[src/rtl/uart_rx_cfg.sv]
// -----------------------------------------------------------------------------
// uart_rx_cfg
//
// Configurable UART receiver with a 16x oversampling front end, 3-sample
// majority voting, parity/framing/break detection and a small show-ahead
// receive FIFO with a valid/ready pop interface.
//
// Ports:
//   clk_i         system clock
//   rst_n         asynchronous active-low reset
//   uart_rx_i     asynchronous serial line (idle high)
//   baud_div_i    oversample tick period minus 1
//   data_bits_i   00=5, 01=6, 10=7, 11=8 data bits
//   parity_en_i   parity bit present
//   parity_odd_i  1 = odd parity, 0 = even parity
//   stop2_i       two stop bits
//   rx_data_o     FIFO head data (LSB-aligned, unused upper bits 0)
//   rx_perr_o     parity error flag of FIFO head
//   rx_ferr_o     framing error flag of FIFO head
//   rx_valid_o    FIFO not empty
//   rx_ready_i    pop request (pop when rx_valid_o & rx_ready_i)
//   break_o       one-cycle pulse when a break is detected
//   overrun_o     sticky: a frame was dropped because the FIFO was full
//   clr_err_i     clears overrun_o
// -----------------------------------------------------------------------------
module uart_rx_cfg #(
    parameter int DIV_W   = 16,
    parameter int FIFO_AW = 2
) (
    input  logic             clk_i,
    input  logic             rst_n,
    input  logic             uart_rx_i,
    input  logic [DIV_W-1:0] baud_div_i,
    input  logic [1:0]       data_bits_i,
    input  logic             parity_en_i,
    input  logic             parity_odd_i,
    input  logic             stop2_i,
    output logic [7:0]       rx_data_o,
    output logic             rx_perr_o,
    output logic             rx_ferr_o,
    output logic             rx_valid_o,
    input  logic             rx_ready_i,
    output logic             break_o,
    output logic             overrun_o,
    input  logic             clr_err_i
);

    localparam int DEPTH = 1 << FIFO_AW;
    localparam logic [FIFO_AW:0] DEPTH_C = (FIFO_AW+1)'(DEPTH);

    typedef enum logic [2:0] {
        S_IDLE,
        S_START,
        S_DATA,
        S_PARITY,
        S_STOP,
        S_BRKWAIT
    } state_t;

    // -------------------------------------------------------------------------
    // Line synchronizer and falling-edge detect
    // -------------------------------------------------------------------------
    logic r_sync1;
    logic r_sync2;
    logic r_sync3;
    logic w_line;
    logic w_fall;

    always_ff @(posedge clk_i or negedge rst_n) begin
        if (!rst_n) begin
            r_sync1 <= 1'b1;
            r_sync2 <= 1'b1;
            r_sync3 <= 1'b1;
        end else begin
            r_sync1 <= uart_rx_i;
            r_sync2 <= r_sync1;
            r_sync3 <= r_sync2;
        end
    end

    assign w_line = r_sync2;
    assign w_fall = r_sync3 & ~r_sync2;

    // -------------------------------------------------------------------------
    // Frame state
    // -------------------------------------------------------------------------
    state_t             r_state;
    logic [DIV_W-1:0]   r_div;
    logic [1:0]         r_dbits;
    logic               r_par_en;
    logic               r_par_odd;
    logic               r_stop2;
    logic [DIV_W-1:0]   r_tick_cnt;
    logic [3:0]         r_sub;
    logic [2:0]         r_bit_idx;
    logic               r_stop_idx;
    logic [7:0]         r_data;
    logic               r_perr;
    logic               r_ferr;
    logic               r_par_bit;
    logic               r_stop0;
    logic               r_s7;
    logic               r_s8;
    logic               r_break;

    logic               w_tick;
    logic               w_maj;
    logic               w_decide;
    logic               w_bit_end;
    logic               w_last_data;
    logic               w_last_stop;
    logic               w_done;
    logic               w_stop0;
    logic               w_is_break;
    logic               w_ferr_fin;
    logic               w_push;
    logic [9:0]         w_push_word;

    // -------------------------------------------------------------------------
    // Oversample tick generator. Loading the live divisor on the start edge
    // makes the first tick land divisor+1 clocks after detection.
    // -------------------------------------------------------------------------
    always_ff @(posedge clk_i or negedge rst_n) begin
        if (!rst_n) begin
            r_tick_cnt <= '0;
        end else if (r_state == S_IDLE) begin
            if (w_fall) begin
                r_tick_cnt <= baud_div_i;
            end else begin
                r_tick_cnt <= r_div;
            end
        end else if (r_tick_cnt == '0) begin
            r_tick_cnt <= r_div;
        end else begin
            r_tick_cnt <= r_tick_cnt - 1'b1;
        end
    end

    assign w_tick      = (r_state != S_IDLE) && (r_tick_cnt == '0);
    // Third sample is the live line value at sub 9; first two were stored.
    assign w_maj       = (r_s7 & r_s8) | (r_s7 & w_line) | (r_s8 & w_line);
    assign w_decide    = w_tick && (r_sub == 4'd9);
    assign w_bit_end   = w_tick && (r_sub == 4'd15);
    // Last data bit index is (bits - 1) = 4 + data_bits.
    assign w_last_data = (r_bit_idx == {1'b1, r_dbits});
    assign w_last_stop = (r_state == S_STOP) && (r_stop_idx == r_stop2);
    assign w_done      = w_decide && w_last_stop;

    // The first stop bit is still being decided when only one stop bit is used.
    assign w_stop0     = (r_stop_idx == 1'b0) ? w_maj : r_stop0;
    assign w_is_break  = (r_data == 8'd0) && (!r_par_en || !r_par_bit) && !w_stop0;
    assign w_ferr_fin  = r_ferr | ~w_maj;
    assign w_push      = w_done && !w_is_break;
    assign w_push_word = {w_ferr_fin, r_perr, r_data};

    always_ff @(posedge clk_i or negedge rst_n) begin
        if (!rst_n) begin
            r_state    <= S_IDLE;
            r_div      <= '0;
            r_dbits    <= 2'd0;
            r_par_en   <= 1'b0;
            r_par_odd  <= 1'b0;
            r_stop2    <= 1'b0;
            r_sub      <= 4'd0;
            r_bit_idx  <= 3'd0;
            r_stop_idx <= 1'b0;
            r_data     <= 8'd0;
            r_perr     <= 1'b0;
            r_ferr     <= 1'b0;
            r_par_bit  <= 1'b0;
            r_stop0    <= 1'b1;
            r_s7       <= 1'b1;
            r_s8       <= 1'b1;
            r_break    <= 1'b0;
        end else begin
            r_break <= 1'b0;

            if (w_tick) begin
                r_sub <= r_sub + 4'd1;
            end
            if (w_tick && (r_sub == 4'd7)) begin
                r_s7 <= w_line;
            end
            if (w_tick && (r_sub == 4'd8)) begin
                r_s8 <= w_line;
            end

            case (r_state)
                S_IDLE: begin
                    if (w_fall) begin
                        // Configuration is frozen for the whole frame.
                        r_div      <= baud_div_i;
                        r_dbits    <= data_bits_i;
                        r_par_en   <= parity_en_i;
                        r_par_odd  <= parity_odd_i;
                        r_stop2    <= stop2_i;
                        r_sub      <= 4'd0;
                        r_bit_idx  <= 3'd0;
                        r_stop_idx <= 1'b0;
                        r_data     <= 8'd0;
                        r_perr     <= 1'b0;
                        r_ferr     <= 1'b0;
                        r_par_bit  <= 1'b0;
                        r_stop0    <= 1'b1;
                        r_state    <= S_START;
                    end
                end

                S_START: begin
                    if (w_decide && w_maj) begin
                        // Glitch, not a start bit: drop silently.
                        r_state <= S_IDLE;
                    end else if (w_bit_end) begin
                        r_state <= S_DATA;
                    end
                end

                S_DATA: begin
                    if (w_decide) begin
                        r_data[r_bit_idx] <= w_maj;
                    end
                    if (w_bit_end) begin
                        if (w_last_data) begin
                            r_state <= r_par_en ? S_PARITY : S_STOP;
                        end else begin
                            r_bit_idx <= r_bit_idx + 3'd1;
                        end
                    end
                end

                S_PARITY: begin
                    if (w_decide) begin
                        r_par_bit <= w_maj;
                        r_perr    <= w_maj ^ (^r_data) ^ r_par_odd;
                    end
                    if (w_bit_end) begin
                        r_state <= S_STOP;
                    end
                end

                S_STOP: begin
                    if (w_decide) begin
                        if (!w_maj) begin
                            r_ferr <= 1'b1;
                        end
                        if (r_stop_idx == 1'b0) begin
                            r_stop0 <= w_maj;
                        end
                        if (w_last_stop) begin
                            // Frame ends at the last stop decision so an early
                            // start edge in the rest of the stop bit is seen.
                            if (w_is_break) begin
                                r_break <= 1'b1;
                                r_state <= S_BRKWAIT;
                            end else begin
                                r_state <= S_IDLE;
                            end
                        end
                    end else if (w_bit_end) begin
                        r_stop_idx <= 1'b1;
                    end
                end

                S_BRKWAIT: begin
                    if (w_line) begin
                        r_state <= S_IDLE;
                    end
                end

                default: begin
                    r_state <= S_IDLE;
                end
            endcase
        end
    end

    assign break_o = r_break;

    // -------------------------------------------------------------------------
    // Receive FIFO: {ferr, perr, data[7:0]} per entry, head held in registers
    // -------------------------------------------------------------------------
    logic [9:0]         r_mem [DEPTH];
    logic [FIFO_AW-1:0] r_wptr;
    logic [FIFO_AW-1:0] r_rptr;
    logic [FIFO_AW:0]   r_count;
    logic [9:0]         r_head;
    logic               r_valid;
    logic               r_overrun;

    logic               w_pop;
    logic               w_full;
    logic               w_wr;
    logic               w_ovr_set;
    logic [FIFO_AW-1:0] w_rptr_inc;
    logic [FIFO_AW:0]   w_count_next;

    assign w_pop        = r_valid & rx_ready_i;
    assign w_full       = (r_count == DEPTH_C);
    // A pop in the same cycle frees the slot the new word needs.
    assign w_wr         = w_push & (~w_full | w_pop);
    assign w_ovr_set    = w_push & w_full & ~w_pop;
    assign w_rptr_inc   = r_rptr + 1'b1;
    assign w_count_next = r_count + {{FIFO_AW{1'b0}}, w_wr} - {{FIFO_AW{1'b0}}, w_pop};

    always_ff @(posedge clk_i) begin
        if (w_wr) begin
            r_mem[r_wptr] <= w_push_word;
        end
    end

    always_ff @(posedge clk_i or negedge rst_n) begin
        if (!rst_n) begin
            r_wptr  <= '0;
            r_rptr  <= '0;
            r_count <= '0;
            r_valid <= 1'b0;
            r_head  <= 10'd0;
        end else begin
            if (w_wr) begin
                r_wptr <= r_wptr + 1'b1;
            end
            if (w_pop) begin
                r_rptr <= w_rptr_inc;
            end
            r_count <= w_count_next;
            r_valid <= (w_count_next != '0);

            // Head registers follow the next entry; when the FIFO drains they
            // keep the last word.
            if (w_pop) begin
                if (r_count > (FIFO_AW+1)'(1)) begin
                    r_head <= r_mem[w_rptr_inc];
                end else if (w_wr) begin
                    r_head <= w_push_word;
                end
            end else if (!r_valid && w_wr) begin
                r_head <= w_push_word;
            end
        end
    end

    always_ff @(posedge clk_i or negedge rst_n) begin
        if (!rst_n) begin
            r_overrun <= 1'b0;
        end else if (w_ovr_set) begin
            r_overrun <= 1'b1;
        end else if (clr_err_i) begin
            r_overrun <= 1'b0;
        end
    end

    assign rx_data_o  = r_head[7:0];
    assign rx_perr_o  = r_head[8];
    assign rx_ferr_o  = r_head[9];
    assign rx_valid_o = r_valid;
    assign overrun_o  = r_overrun;

endmodule

[config.mk]
export PLATFORM = sky130hd
export DESIGN_NAME = uart_rx_cfg
export DESIGN_NICKNAME = d
export VERILOG_FILES = /design/src/rtl/uart_rx_cfg.sv
export SDC_FILE = /design/constraint.sdc
export NUM_CORES = 1
export LEC_CHECK = 0
export BUFFER_PORTS_ARGS = -buffer_cell sky130_fd_sc_hd__buf_2
export CORE_AREA = 4 4 105 107
export CTS_CLUSTER_SIZE = 25
export DETAILED_ROUTE_END_ITERATION = 6
export DIE_AREA = 0 0 109 111
export PLACE_DENSITY = 0.84
export SKIP_CTS_REPAIR_TIMING = 1
export SLEW_MARGIN = 10
export SYNTH_ARGS = -nofsm -noshare
export SYNTH_HDL_FRONTEND = slang
export SYNTH_SLANG_ARGS = --single-unit
[constraint.sdc]
create_clock -name clk_i -period 3.26 [get_ports clk_i]
set_input_delay 0.163 -clock clk_i [delete_from_list [all_inputs] [get_ports clk_i]]
set_output_delay 0.163 -clock clk_i [all_outputs]
set_load 0.005 [all_outputs]
Word-level counts from Yosys, hierarchy flattened

Memories as Yosys holds them, arrays and structs flattened.
Cells that the tools add are included.

Register bits: 85
Latch bits: 0
RAM bits: 40
ROM bits: 0
Bits of input ports: 26
Output and inout port bits: 13
Word-level logic and storage cells: 177
Memories kept: 1

Add/subtract/negate cells: 7
$mul: 0
Divide/modulo/power cells: 0
$lt $le $gt $ge: 3
Equal/unequal tests: 27
Shift operators: 0
Muxes and demuxes: 55
Bitwise logic cells: 18
Reduce and logical (&&, ||, !) cells: 39

Memories:

| name  | depth | width | rd ports | clocked after Yosys merged registers in | write ports | RTL line | text |
|---|---|---|---|---|---|---|---|
| r_mem | 4     | 10    | 1        | 0                                       | 1           | 282      | `logic [9:0] r_mem [DEPTH];` |

Operator list:

| cell                  | count |
|---|---|
| $mux 16               | 3 |
| $mux 3                | 14 |
| $mux 10               | 4 |
| $ne 2x2->1 const B    | 13 |
| $mux 1                | 19 |
| $pmux 3 s6            | 1 |
| $logic_not 16->1      | 1 |
| $mux 8                | 2 |
| $pmux 8 s2            | 1 |
| $sub 16x1->16 const B | 1 |
| $logic_and 1x1->1     | 13 |
| $eq 4x4->1 const B    | 3 |
| $mux 4                | 3 |
| $reduce_and 4->1      | 3 |
| $pmux 1 s2            | 5 |
| $reduce_bool 2->1     | 5 |
| $eq 3x3->1 const B    | 3 |
| $reduce_and 3->1      | 3 |
| $and 1x1->1           | 8 |
| $bwmux 8              | 1 |
| $logic_not 8->1       | 1 |
| $reduce_and 8->1      | 1 |
| $reduce_xor 8->1      | 1 |
| $eq 3x2->1 const B    | 2 |
| other kinds (24)      | 38 |

Logic depth before layout (Yosys ltp)

Gate-level depths: netlist of run 1.

Depth in word-level cells: 12
Gate-level depth with buffers: 13
Mapped depth without buffers: 11

Least setup slack after synthesis of run 1

No wires, ideal clock.

Path kind: register to register
Start point: reg r_tick_cnt[0]
End point: reg r_valid, in the netlist rx_valid_o
Setup time: 0.131 ns
Data arrival time: 2.765 ns
Required time: 3.129 ns
Path slack: 0.364 ns
Cell stages (with the launch flop): 13
Buffers on the path: 2
Period minus slack after synthesis: 2.896 ns
Cell sequence: dfrtp_1 -> inv_1 -> ha_1 -> or3b_1 -> buf_6 -> nor2_1 -> o2111a_1 -> buf_2 -> nand3_1 -> nand2_1 -> ha_1 -> fa_1 -> or3_1

Cells in the longest elaborated chain, start to end: 9

RTL lines:

| element                | RTL line | text |
|---|---|---|
| from (decl)            | 93       | `logic [DIV_W-1:0] r_tick_cnt;` |
| from (signal assigned) | 128      | `r_tick_cnt <= baud_div_i;` |
| from (signal assigned) | 130      | `r_tick_cnt <= r_div;` |
| from (signal assigned) | 133      | `r_tick_cnt <= r_div;` |
| $logic_not 16->1       | 139      | `assign w_tick = (r_state != S_IDLE) && (r_tick_cnt == '0);` |
| $logic_and 1x1->1      | 139      |  |
| $logic_and 1x1->1      | 142      | `assign w_decide = w_tick && (r_sub == 4'd9);` |
| $logic_and 1x1->1      | 147      | `assign w_done = w_decide && w_last_stop;` |
| $logic_and 1x1->1      | 153      | `assign w_push = w_done && !w_is_break;` |
| $and 1x1->1            | 300      | `assign w_wr = w_push & (~w_full \| w_pop);` |
| $add 3x1->3            | 303      | `assign w_count_next = r_count + {{FIFO_AW{1'b0}}, w_wr} - {{FIFO_AW{1'b0}}, w_pop};` |
| $sub 3x1->3            | 303      |  |
| via w_count_next[1]    | 295      | `logic [FIFO_AW:0] w_count_next;` |
| $reduce_bool 3->1      | 326      | `r_valid <= (w_count_next != '0);` |
| to (signal assigned)   | 326      |  |
| to (decl)              | 287      | `logic r_valid;` |

The timed path passes the listed nets, and every way through them passes these cells.
A chain may end at the register's enable or synchronous reset.

Worst setup path after layout of run 1

Same ends and word-level chain as after synthesis.

==> reports/qor.csv, run 1 <==
stage,metric,value,unit
clocking,TritonCTS clock tree,yes,
logic_synthesis,Synth Area in XOR/XNOR,0.03810,
routing,WL final,13.80,mm
logic_synthesis,asr flop ratio synth,0.6800,
pwr,Logic pwr share,0.245,
clocking,Worst-path clk slew,0.06,ns
setup_path,Reg2Reg Depth,11,
floorplan,row cnt,37,
global_routing,vias in the first global route,4391,
sta,Hold Fails Final Rpt,0,
logic_synthesis,Simple-Gate Fraction of Synth Area,0.1775,
setup_path,CP endpoint kind,flop,
layout,NumNets Final,643,
logic_synthesis,post-synthesis adder-cell area fraction,0.04061,
logic_synthesis,post-synthesis compound-gate area fraction,0.09295,
logic_synthesis,multiplexer share of the synthesized area,0.06385,
setup_path,worst endpoint required time,3.65,ns
sta,setup violators final,0,
sta,Rel. slew slack,0.4273,
logic_synthesis,number of synthesized flops with an enable pin,40,
pwr,PD cells,777.8,mW/mm²
routing,Routed WL per cell,18.45,µm
sta,hold_ws,0.2834,ns
clocking,Skew-Pair Late Insertion Delay,0.52,ns
min_path,worst min path class,primary input to flop,
logic_synthesis,top cell type's share of synthesized area,0.3308,
logic_synthesis,largest family of logic cells by synthesized area,simple AND/OR/NAND/NOR gates,
logic_synthesis,Synth Register Bits,125,
logic_synthesis,Yosys Warn Count,0,
layout,Final Cell Area,0.007131,mm²
global_routing,initial antenna violation count,0,
floorplan,core area,0.01014,mm²
pwr,maximum vdd drop,0.4469,mV
routing,Vias/cell,5.955,
global_routing,first-pass GRT wire length,21.79,mm
floorplan,Initial Util,0.5895,
global_routing,met2 Usage GRT,0.3784,
logic_synthesis,Syn Std Cell Area,0.005977,mm²
pwr,part of the power in the clock network,0.331,
global_routing,routing usage on met3,0.05067,
layout,# diodes,0,
sta,period utilization,0.9193,
sta,Final Max Slew Viols,0,
sta,min Tclk post-route,2.997,ns
sta,Tightest Pin Transition,0.8591,ns
routing,Pre-Repair DR Iteration Count,5,
placement,Area after DPL,0.006305,mm²
routing,total vias in the final route,4454,
logic_synthesis,Syn Area/Cell,11.23,µm²
logic_synthesis,Cell variety after synth,61,
placement,GPL Wtd Cong,0.8854,
placement,PortBufs,38,
setup_path,kind of critical path,flop to flop,
routing,"antenna viol nets, final",0,
layout,layout cells sized above 1,0.1830,
floorplan,Die Y,111,µm
logic_synthesis,Syn Nets,576,
logic_synthesis,Yosys top cell by area,dfrtp_1,
floorplan,I/O Pins,39,
clocking,TritonCTS Sinks,125,
logic_synthesis,top post-synthesis cells by area,"dfrtp_1, edfxtp_1, nand2_1, mux4_2, ha_1",
placement,Final HPWL DP,8.505,mm
clocking,CTS H-Tree Depth,4,
setup_path,worst-path maximum fanout,5,
setup_path,Worst setup SP type,flop,
clocking,total CTS buffers,17,
pwr,Leak,0.003115,µW
sta,RSZ-0062 raised after global routing,no,
global_routing,GRT met1 Usage,0.2975,
pwr,Sw Share,0.3211,
sta,Achievable Freq,333.7,MHz
outcome,outcome,"finished, final reports clean",
global_routing,grt peak-use layer,met2,
layout,Area Growth Syn to Fin,19.30,%
floorplan,Die Wd,109,µm
logic_synthesis,post-synthesis sequential area ratio,0.5581,
global_routing,largest net degree at the start of global routing,66,
clocking,CTS Buffer Depth,2,
logic_synthesis,post-synthesis cell count,532,
routing,drt drc,0,
min_path,hold path depth,2,
logic_synthesis,top_reg_cell synth,dfrtp_1,
sta,skew final,0.01224,ns
floorplan,full die area,0.01210,mm²
sta,Setup TNS Final,0,ns
setup_path,critical path arrival,3.39,ns
pwr,P_int,3765,µW
clocking,CTS root buf,clkbuf_8,
pwr,sequential share of power,0.424,
routing,initial DRC count,340,
sta,Setup WS post-layout,0.2632,ns
pwr,P_sw,1781,µW
placement,Post-Place Setup Slack,0.4085,ns
global_routing,total congestion overflow,0,
global_routing,overall routing resource usage,0.2317,
run,Max Cap Violations,0,
[path summary, 6_finish.rpt]
path	slack [ns]	end	from
hold / removal	0.28	r_sync1	uart_rx_i
setup / recovery	0.26	rx_valid_o	r_tick_cnt[0]
min in group asynchronous	0.29	r_rptr[1]	rst_n
max in group asynchronous	2.10	r_s8	rst_n
hold reg to reg	0.36	r_sync2	r_sync1
setup reg to reg	0.26	rx_valid_o	r_tick_cnt[0]
[registers in the layout, indices dropped and copies added (netlist names), 2 cells and up]
name	count
r_wptr	2
r_mem	40
r_state	3
r_dbits	2
r_data	8
r_div	16
r_sub	4
r_rptr	2
r_bit_idx	3
r_head	10
r_tick_cnt	16
r_count	3
[cells by family (layout without fill, tap and decap cells)]
group | after synthesis | after routing
flip-flops | 125 | 125
adder cells (fa/ha/maj) | 19 | 19
XOR/XNOR | 26 | 26
AND/OR/NAND/NOR | 210 | 210
buffers and inverters | 43 | 123
AO/OA/AOI/OAI | 84 | 84
multiplexers | 25 | 25
[final cells by class]
| class | count | area, µm² |
|---|---|---|
| Fill cell | 681 | 3008 |
| Multi-Input combinational cell | 364 | 2471 |
| Inverter | 20 | 75.07 |
| Sequential cell | 125 | 3336 |
| Tap cell | 136 | 170.2 |
| Clock inverter | 10 | 111.4 |
| Clock buffer | 22 | 464.2 |
| Timing Repair Buffer | 71 | 503.0 |
[worst max-delay path, stage by stage, from the launching register on]
cell and delay [ns]:
dfrtp_1 0.42, inv_1 0.10, ha_1 0.19, or3b_1 0.40
nor2_1 0.26, o2111ai_1 0.22, nand3_1 0.18, nand2_1 0.07
ha_1 0.20, fa_1 0.38, xnor2_1 0.15, or3_1 0.31
[per-layer routing]
layer / part of all wire / up-vias
met4: 0.025 / 0
met3: 0.045 / 36
met2: 0.51 / 155
met5: 0 / -
li1: - / 2048
met1: 0.42 / 2215
[layout by cell type (no fill, tap or decap), drive strengths merged, types with 12 or more instances in the layout]
cell type    instances
a21o                12
a31oi               12
o21ai               28
nand2               90
dfrtp               79
clkbuf              22
nand4               12
nor2                35
ha                  17
edfxtp              40
buf                 46
dlygate4sd3         25
nand3               12
inv                 22
xnor2               18
[synth_stat cells (all sizes together), types with 3 or more instances]
cell / count
o21ai: 28
dfstp: 6
xor2: 8
dfrtp: 79
nand3b: 3
nor2b: 4
mux2: 5
nor4b: 3
inv: 20
buf: 7
mux2i: 10
or3: 6
mux4: 10
nand4: 12
o31ai: 6
clkbuf: 16
nand2b: 5
nor4: 7
nor3b: 3
a21o: 12
a21oi: 7
xnor2: 18
and3: 5
ha: 17
nor3: 10
a31oi: 12
or3b: 3
or4: 4
nor2: 35
nand2: 90
edfxtp: 40
nand3: 12
a221o: 5
[metrics by stage]
stage,instances,util,power [µW]
3_3_place_gp,691,0.6219,3551
6_report,748,0.7033,5546
4_1_cts,723,0.6786,5506
5_1_grt,748,0.7033,5837
2_1_floorplan,532,-,3232
3_5_place_dp,691,0.6219,3641
[power groups by stage]
stage | clock network (µW) | logic [µW] | registers (µW)
final | 1840 | 1360 | 2350
after global routing | 1930 | 1510 | 2400
after CTS | 1860 | 1310 | 2340
after detailed placement | 0 | 1290 | 2350
after global placement | 0 | 1220 | 2330
after floorplan | 0 | 1020 | 2220
No activity file was read; power rests on OpenSTA's default activity.
==> run 2, diff against run 1 <==
==> constraint.sdc (replaced) <==
create_clock -name clk_i -period 3.26 [get_ports clk_i]
set_input_delay 0.489 -clock clk_i [delete_from_list [all_inputs] [get_ports clk_i]]
set_output_delay 0.489 -clock clk_i [all_outputs]
set_load 0.005 [all_outputs]
==> run 2 against run 1 <==
The flow now finishes with violations (hold timing); flip-flop and latch count is the same; die area is the same; worst setup slack lost 0.089 ns; non-clock buffer count shrank 24; clock skew shrank 0.0064 ns; combinational power shrank 3%; design area shrank 2.9%; maximum frequency shrank 2.9%; power grew 1.1%; final cell count shrank 3.2%; largest power group unchanged.
==> reports/qor.csv, run 2 (synthesis gave the netlist of run 1 again) <==
stage,metric,value,unit
global_routing,overall routing resource usage,0.2336,
sta,Rel. slew slack,0.4852,
layout,Fillers,715,
routing,Pre-Repair DR Iteration Count,5,
layout,Area Growth Syn to Fin,15.85,%
sta,Tightest Pin Transition,0.7651,ns
routing,WL final,13.26,mm
layout,"commonest non-fill, non-tap cell in the layout",nand2_1,
placement,PortBufs,38,
global_routing,total congestion overflow,0,
routing,total vias in the final route,4361,
global_routing,first-pass GRT wire length,21.96,mm
run,Max Cap Violations,0,
floorplan,full die area,0.01210,mm²
sta,Final Max Slew Viols,0,
setup_path,Worst setup SP type,flop,
layout,max reg flops,40,
pwr,PD cells,809.7,mW/mm²
layout,Sequential Area,0.003336,mm²
setup_path,CP endpoint kind,flop,
sta,setup violators final,0,
global_routing,vias in the first global route,4435,
pwr,Final Total Pwr,5606,µW
setup_path,Slowest cell on crit path,nor4_1,
setup_path,Top delay family on crit path,simple AND/OR/NAND/NOR gates,
routing,M1 WL,5.377,mm
setup_path,kind of critical path,flop to flop,
routing,"antenna viol nets, final",0,
clocking,CTS root buf,clkbuf_8,
clocking,Skew-Pair Late Insertion Delay,0.53,ns
global_routing,largest net degree at the start of global routing,43,
sta,Achievable Freq,324.0,MHz
setup_path,worst endpoint required time,3.66,ns
sta,hold_ws,-0.04560,ns
outcome,outcome,finished with violations,
sta,Hold Fails Final Rpt,39,
clocking,CTS H-Tree Depth,4,
routing,Vias/cell,6.023,
outcome,failing checks,hold timing,
pwr,Leak,0.003020,µW
floorplan,Die Y,111,µm
pwr,maximum vdd drop,0.5221,mV
layout,NumNets Final,619,
routing,met3 wire length,741,µm
clocking,TritonCTS clock tree,yes,
layout,"commonest cells after routing, fill and taps aside","nand2_1, dfrtp_1, edfxtp_1, buf_2, nor2_1",
sta,RSZ-0062 raised after global routing,no,
routing,initial DRC count,305,
layout,biggest regs,"r_mem: 40 flops, r_div: 16 flops, r_tick_cnt: 16 flops",
floorplan,core area,0.01014,mm²
clocking,total CTS buffers,17,
routing,met2 WL,6.831,mm
layout,fin cells,724,
layout,# diodes,0,
routing,Routed WL per cell,18.31,µm
global_routing,initial antenna violation count,0,
routing,drt drc,0,
floorplan,Initial Util,0.5895,
sta,period utilization,0.9467,
layout,layout cells sized above 1,0.1956,
clocking,TritonCTS Sinks,125,
setup_path,CP cell instances,nor4_1 -> and4_1 -> o2111ai_1 -> nand3_1 -> nand2_1 -> ha_1 -> fa_1 -> xnor2_1 -> or3_1,
clocking,CTS Buffer Depth,2,
setup_path,CP max stage delay,0.71,ns
placement,GPL Wtd Cong,0.8860,
setup_path,Crit path buffers/inverters,0,
layout,Multi-input gate area,0.002471,mm²
floorplan,Die Wd,109,µm
placement,Final HPWL DP,8.540,mm
sta,Setup TNS Final,0,ns
setup_path,critical path arrival,3.49,ns
placement,Post-Place Cells,692,
routing,DR top layer,met4,
min_path,worst min path class,primary input to asynchronous set/reset pin,
clocking,Worst-path clk slew,0.06,ns
sta,min Tclk post-route,3.086,ns
sta,skew final,0.005844,ns
layout,largest register by flop count,r_mem,
floorplan,row cnt,37,
setup_path,worst-path maximum fanout,5,
floorplan,I/O Pins,39,
-- run 2: cell types whose count changed in the layout (fill, tap and decap cells not counted), sizes merged --
cell	change
dlygate4sd3	-25
clkbuf	-4
clkinvlp	+3
bufinv	+2
buf	+1
inv	-1
-- run 2: worst paths after layout --
| path | slack (ns) | start | cells after the start | to |
|---|---|---|---|---|
| max in group asynchronous | 2.54 | rst_n | 2 | r_s8 |
| hold reg to reg | 0.36 | r_sync1 | 0 | r_sync2 |
| min in group clk_i | 0.06 | uart_rx_i | 1 | r_sync1 |
| setup / recovery | 0.17 | r_tick_cnt[8] | 9 | rx_valid_o |
| setup reg to reg | 0.17 | r_tick_cnt[8] | 9 | rx_valid_o |
| hold / removal | -0.05 | rst_n | 1 | r_rptr[1] |
-- run 2: where the power goes --
group          internal (µW)  total (µW)  switching (µW)
clock                   1240        1950             706
combinational            614        1320             706
sequential              1980        2340             359
-- run 2: per-stage QoR --
step                      area, µm²  hold slack (ns)  utilization  worst slack [ns]
after floorplan                5977           0.1934            -            0.3636
after global placement         6312           0.3458       0.6226            0.5285
after detailed placement       6312           0.3501       0.6226            0.3600
after CTS                      6924         -0.03873       0.6830            0.2208
after global routing           6924         0.002618       0.6830           0.07456
final                          6924         -0.04560       0.6830            0.1739
-- run 2: layer usage --
metal / global-route usage / vias to the layer above
met1: 0.2955 / 2135
met5: 0 / -
li1: - / 2000
met4: 0.09933 / 0
met3: 0.04659 / 39
met2: 0.3874 / 187
-- run 2: layout make-up --
type,instances,area share
Tap cell,136,0.02458
Clock buffer,18,0.06035
Sequential cell,125,0.4817
Timing Repair Buffer,47,0.03759
Multi-Input combinational cell,364,0.3569
Clock inverter,14,0.02801
Inverter,20,0.01084
